`config.mk`:
```
export PLATFORM = sky130hd
export DESIGN_NAME = stream_fifo
export DESIGN_NICKNAME = d
export VERILOG_FILES = /design/src/rtl/stream_fifo.sv
export SDC_FILE = /design/constraint.sdc
export NUM_CORES = 1
export LEC_CHECK = 0
export BUFFER_PORTS_ARGS = -buffer_cell sky130_fd_sc_hd__buf_2
export CAP_MARGIN = 10
export CORE_UTILIZATION = 50
export CTS_CLUSTER_DIAMETER = 100
export DETAILED_ROUTE_END_ITERATION = 10
export GPL_ROUTABILITY_DRIVEN = 0
export MAX_ROUTING_LAYER = met4
export PLACE_DENSITY = 0.71
export RECOVER_POWER = 25
export SYNTH_ARGS = -nofsm -noshare
export SYNTH_HDL_FRONTEND = slang
export SYNTH_SLANG_ARGS = --single-unit
export TNS_END_PERCENT = 20
```
`constraint.sdc`:
```
create_clock -name clk -period 6.5 [get_ports clk]
set_input_delay 1.3 -clock clk [delete_from_list [all_inputs] [get_ports clk]]
set_output_delay 1.3 -clock clk [all_outputs]
set_load 0.02 [all_outputs]
```
`src/rtl/stream_fifo.sv`:
```
// stream_fifo: circular-buffer FIFO with first-word-fall-through output,
// programmable almost-full/almost-empty thresholds, synchronous flush and
// a high-watermark occupancy monitor.
//
// Handshake: a word moves across an interface on a rising clk edge exactly
// when valid and ready are both high in that cycle. s_ready and m_valid are
// decoded only from the registered occupancy, so neither depends on s_valid
// or m_ready. The producer holds s_data while s_valid is high and s_ready is
// low; m_data is the head entry whenever m_valid is high.
module stream_fifo #(
    parameter int unsigned W        = 10,
    parameter int unsigned D        = 2,
    parameter int unsigned AF_LEVEL = (1 << D) - 1,
    parameter int unsigned AE_LEVEL = 1
) (
    input  logic         clk,
    input  logic         rst_n,
    input  logic         flush,
    input  logic         s_valid,
    input  logic [W-1:0] s_data,
    output logic         s_ready,
    output logic         m_valid,
    output logic [W-1:0] m_data,
    input  logic         m_ready,
    output logic [D:0]   data_count,
    output logic         empty,
    output logic         full,
    output logic         almost_full,
    output logic         almost_empty,
    input  logic         wm_clr,
    output logic [D:0]   watermark
);

    localparam int unsigned DEPTH   = 1 << D;
    // Thresholds are compared at the width of the count so that a count of
    // DEPTH is representable and never wraps.
    localparam logic [D:0]   DEPTH_C = (D+1)'(DEPTH);
    localparam logic [D:0]   AF_C    = (D+1)'(AF_LEVEL);
    localparam logic [D:0]   AE_C    = (D+1)'(AE_LEVEL);
    localparam logic [D:0]   CNT_ONE = (D+1)'(1);
    localparam logic [D-1:0] PTR_ONE = D'(1);

    logic [W-1:0] mem_q [DEPTH];
    logic [D-1:0] wr_ptr_q, wr_ptr_d;
    logic [D-1:0] rd_ptr_q, rd_ptr_d;
    logic [D:0]   count_q, count_d;
    logic [D:0]   wm_q, wm_d;
    logic         push, pop;

    // Flags and handshake outputs decode from the registered count only.
    assign empty        = (count_q == '0);
    assign full         = (count_q == DEPTH_C);
    assign almost_full  = (count_q >= AF_C);
    assign almost_empty = (count_q <= AE_C);
    assign s_ready      = ~full;
    assign m_valid      = ~empty;
    assign m_data       = mem_q[rd_ptr_q];
    assign data_count   = count_q;
    assign watermark    = wm_q;

    assign push = s_valid & s_ready;
    assign pop  = m_valid & m_ready;

    // Next pointers and count; flush wins over any same-cycle push or pop.
    always_comb begin
        wr_ptr_d = wr_ptr_q;
        rd_ptr_d = rd_ptr_q;
        count_d  = count_q;
        if (flush) begin
            wr_ptr_d = '0;
            rd_ptr_d = '0;
            count_d  = '0;
        end else begin
            if (push) wr_ptr_d = wr_ptr_q + PTR_ONE;
            if (pop)  rd_ptr_d = rd_ptr_q + PTR_ONE;
            case ({push, pop})
                2'b10:   count_d = count_q + CNT_ONE;
                2'b01:   count_d = count_q - CNT_ONE;
                default: count_d = count_q;
            endcase
        end
    end

    // Watermark tracks the peak of the next occupancy; clearing reloads it
    // with the next occupancy so words already held are still accounted for.
    always_comb begin
        wm_d = wm_q;
        if (wm_clr) begin
            wm_d = count_d;
        end else if (count_d > wm_q) begin
            wm_d = count_d;
        end
    end

    // Pointer, count and watermark registers with asynchronous reset.
    always_ff @(posedge clk or negedge rst_n) begin
        if (!rst_n) begin
            wr_ptr_q <= '0;
            rd_ptr_q <= '0;
            count_q  <= '0;
            wm_q     <= '0;
        end else begin
            wr_ptr_q <= wr_ptr_d;
            rd_ptr_q <= rd_ptr_d;
            count_q  <= count_d;
            wm_q     <= wm_d;
        end
    end

    // Storage array: cleared on reset, written on an accepted push.
    always_ff @(posedge clk or negedge rst_n) begin
        if (!rst_n) begin
            for (int i = 0; i < DEPTH; i++) begin
                mem_q[i] <= '0;
            end
        end else if (push && !flush) begin
            mem_q[wr_ptr_q] <= s_data;
        end
    end

endmodule

```
### Yosys cells after proc, flatten, opt, wreduce, memory -nomap -nowiden

Index checks and enable logic that the tools add are counted.

* register bits after elaboration: 50
* input bits: 16
* output and inout port bits: 22

* add/subtract/negate cells: 4
* magnitude comparators: 6
* equal/unequal tests: 3
* multiplexer cells: 14
* bitwise logic cells: 6
* reduce and logical (&&, ||, !) cells: 7

Operator list (count)
* $bwmux W40: 1
* $mux W10: 3
* $bmux W10 S2: 1
* $demux W10 S2: 1
* $mux W3: 3
* $mux W2: 4
* $ge A3 B3 Y1 const B: 2
* $not A2 Y3: 2
* $pmux W3 S2: 1
* $reduce_bool A2 Y1: 3
* $add A2 B1 Y2 const B: 2
* $add A3 B1 Y3 const B: 1
* $eq A3 B3 Y1 const B: 1
* $ge A3 B2 Y1 const B: 1
* $gt A3 B3 Y1: 1
* $le A3 B1 Y1 const B: 1
* $logic_not A3 Y1: 1
* $lt A3 B1 Y1 const B: 1
* $sub A3 B1 Y3 const B: 1
* $and A1 B1 Y1: 2
* $eq A2 B1 Y1 const B: 1
* $eq A2 B2 Y1 const B: 1
* $logic_and A1 B1 Y1: 2
* $not A1 Y1: 2
* $logic_not A1 Y1: 1

### Depth between registers and ports, before layout

* depth after elaboration: 9
* gate-level depth with buffers: 15

### Worst setup path before layout

Ideal clock, no wire load.

* kind: input to register
* start point: in m_ready
* end point: reg wm_q[1] (netlist: watermark[1])
* library setup time: 125 ps
* arrival: 3156 ps
* required time: 6375 ps
* path slack: 3219 ps
* cell stages on the path: 9
* path buffers: 1
* path through: buf_2 a211oi_1 or4_4 a21oi_2 ha_1 inv_1 o21ai_0 a21oi_1 mux2_2

* cells in the longest elaborated chain, start to end: 6
* elaborated cells on any way between the ends: 9
* those cells by class: order compare: 1; eq/ne: 2; mux: 4; bitwise: 1; reduce/logical: 1

Ends and longest elaborated chain
* from (decl): line 24 `input logic m_ready,`
* $and A1 B1 Y1 (*): line 62 `assign pop = m_valid & m_ready;`
* $eq A2 B1 Y1 or $eq A2 B2 Y1 (tied branches): line 76 `case ({push, pop})`
* $pmux W3 S2 (*): line 76
* $mux W3 (*): line 69 `if (flush) begin`
* via count_d[1]: line 46 `logic [D:0] count_q, count_d;`
* $gt A3 B3 Y1 or $mux W3 (tied branches): line 90 `end else if (count_d > wm_q) begin`
* $reduce_bool A2 Y1 (no source line) or $mux W3 (tied branches)
* to (signal assigned): line 106 `wm_q <= wm_d;`
* to (decl): line 47 `logic [D:0] wm_q, wm_d;`

The timed path passes the listed nets; every way through them passes the cells marked *. The select of a mux whose other input is x is not followed.
A chain may end at the register's enable or synchronous reset.

==> out/metrics.yaml <==
setup_path:
  reg2reg_from: "data_count[0]"
  critPathSlowestCell: "clkbuf_1"
  crit_buf_inv: 2
  cp.arrival_ns: 3.19
  worstPathCellList: "buf_2, clkbuf_1"
  setup.worst_path.class: "in -> async"
  crit_path_start: "rst_n"
  cp-end-kind: "async pin"
  critPathMaxStageDelay_ns: 1.80
  path_max_fanout: 50
  rr_worst_depth: 11
  reg2reg_to: "watermark[1]"
  startpoint_type: "input port"
  cp.required_ns: 6.37
  reg2reg_slack_ns: 3.32
  crit_family: "buffers and inverters"
floorplanning:
  placementRows: 25
  io_pins: 38
  coreArea_sq_um: 4820
  dieWidth_um: 73.4
  fp.dieH_um: 73.4
  start_util: 0.529
  dieArea_sq_um: 5380
logic_synthesis:
  synth.most_common_cell: "dfrtp_1"
  ys_seq_area_frac: 0.491
  synth.mux.area_fraction: 0.274
  syn_area_per_cell_sq_um: 13.4
  yosys.area_share.adder: 0.0541
  syn_area_sq_um: 2550
  postSynth.asyncResetShare: 1.00
  synth_edf_count: 0
  synth_common_cells: "dfrtp_1, mux2_2, ha_1, inv_1"
  synth.area.top_cells: "dfrtp_1, mux2_2, mux4_2"
  yosys.area_share.simple: 0.0747
  synth_area_leader_cell: "dfrtp_1"
  synth_top_family_by_area: "multiplexers"
  syn_inst: 190
  synthFlopType: "dfrtp_1"
  synth-seq-cells: 50
  syn-num-nets: 217
  yosys_warnings: 0
  synthXorXnorAreaFrac: 0.0103
  synth_cell_types: 40
  synth_compound_area_frac: 0.0545
  netlist.area_leader.share: 0.491
timing:
  max_slew_margin: -0.695
  fin_crit_sh: 0.511
  hold_slack_ns: 0.495
  fin_crit_ns: 3.32
  tightest_slew_ns: 2.54
  rsz0062_at_grt: "false"
  fin_tns_setup_ns: 0
  setup_viol: 0
  hold_viol: 0
  finClkSkew_ns: 0.00592
  slew_violations: 51
  clock.fmax_mhz: 301
cts:
  cts_max_level: 2
  clk_pin_slew_ns: 0.09
  numCtsBuffers: 5
  post-cts-setup-buffer-count: 0
  postCtsHoldBufs: 0
  clock-sinks: 50
  clock_latency_ns: 0.29
  cts.repair.resized: 0
  ctsRootBufferMaster: "clkbuf_8"
  cts_tree: "built"
  cts.path.max_buffers: 2
placed_design:
  post-dp-hpwl_um: 2990
  numPortBuffers: 37
  place_inst: 286
status:
  outcome: "complete, but fails checks"
  violations: "max-capacitance violations, max-slew violations"
route:
  vias_per_cell: 5.43
  wl_um: 4280
  final_antenna_net_count: 0
  wl_per_cell_um: 14.6
  via_count: 1591
  initialDrtViolationCount: 54
  dr.pass1.iters: 4
  drc_errors: 0
job:
  max-cap-violations: 1
hold_path:
  hold_end: "mem_q[17]"
  hold_start: "mem_q[17]"
  holdPathStages: 1
  hold_path.class: "reg -> reg"
pwr:
  vdd_drop_max_v: 0.000300
  powerDensity_nw_per_um2: 476
  p_leak_nw: 1.34
finish:
  syn_to_final_growth_pct: 11.7
  fin_nets: 253
  drive_gt1_frac: 0.451
  num_antenna_cells: 0
  final_cell_count_no_fill: 293
  fill_cells: 410
grt:
  grtUsageTotal: 0.184
  grt_max_degree: 51
  grt_pass1_vias: 1484
  overflow: 0
  grt_pass1_wl_um: 7110
  grt_antenna_before_repair: 0
-- state kept, by name, indices dropped and copies added (netlist names) --
name        count
wr_ptr_q        2
data_count      3
mem_q          40
rd_ptr_q        2
watermark       3
-- per-layer routing --
metal | GRT usage | part of all wire | vias to the layer above
li1 | - | - | 759
met1 | 0.243 | 0.49 | 786
met2 | 0.287 | 0.45 | 39
met3 | 0.0412 | 0.043 | 7
met4 | 0.0556 | 0.012 | 0
met5 | - | 0 | -
-- worst max-delay path by stage --
| stage | end | slack, ns | cells after the start |
|---|---|---|---|
| floorplan | watermark[1] | 3.22 | 9 |
| finish | mem_q[25] | 3.18 | 2 |
| detailed placement | watermark[2] | 2.94 | 10 |
| CTS | watermark[1] | 3.24 | 10 |
| global route | mem_q[13] | 2.50 | 2 |
| global placement | watermark[2] | 2.99 | 10 |
-- stage by stage --
stage / worst slack (ns) / cell area [sq um] / power [mW] / util
floorplan: 3.22 / 2550 / 1.04 / -
global placement: 2.99 / 2770 / 1.19 / 0.575
detailed placement: 2.94 / 2770 / 1.20 / 0.575
CTS: 3.24 / 2850 / 1.37 / 0.591
global route: 2.50 / 2840 / 1.46 / 0.590
finish: 3.18 / 2840 / 1.35 / 0.590
-- layout make-up --
class / instances / area (sq um) / area share
clock inverter: 1 / 7.51 / 0.00264
timing repair buffer: 38 / 189 / 0.0664
tap: 67 / 83.8 / 0.0295
multi-input combinational: 118 / 1190 / 0.419
clock buffer: 6 / 72.6 / 0.0255
inverter: 13 / 48.8 / 0.0172
sequential: 50 / 1250 / 0.440
-- where the power goes --
group / internal (mW) / switching [mW]
clock network: 0.0739 / 0.0932
registers: 0.442 / 0.0995
logic: 0.322 / 0.322
-- cells by family (layout without fill, tap and decap cells) --
group | count (synthesis) | count (layout)
fa+ha+maj | 11 | 11
buf+inv | 22 | 58
xor+xnor | 3 | 3
mux | 52 | 52
compound gates | 20 | 20
simple gates | 32 | 32
flops | 50 | 50
-- layout by cell type (no fill, tap or decap), types with 2 or more instances in the layout --
master,instances
xnor2_1,2
mux2_1,5
ha_1,11
nor2_1,10
nand4b_1,2
inv_1,11
a21oi_1,4
a21oi_2,2
clkbuf_8,5
mux2_2,37
buf_2,37
dfrtp_1,50
clkbuf_1,2
o21ai_0,3
a211oi_1,2
nand2_1,5
a31oi_1,2
and2_1,2
inv_2,2
nand2_2,3
mux4_2,10
(Power assumes the default switching activity.)
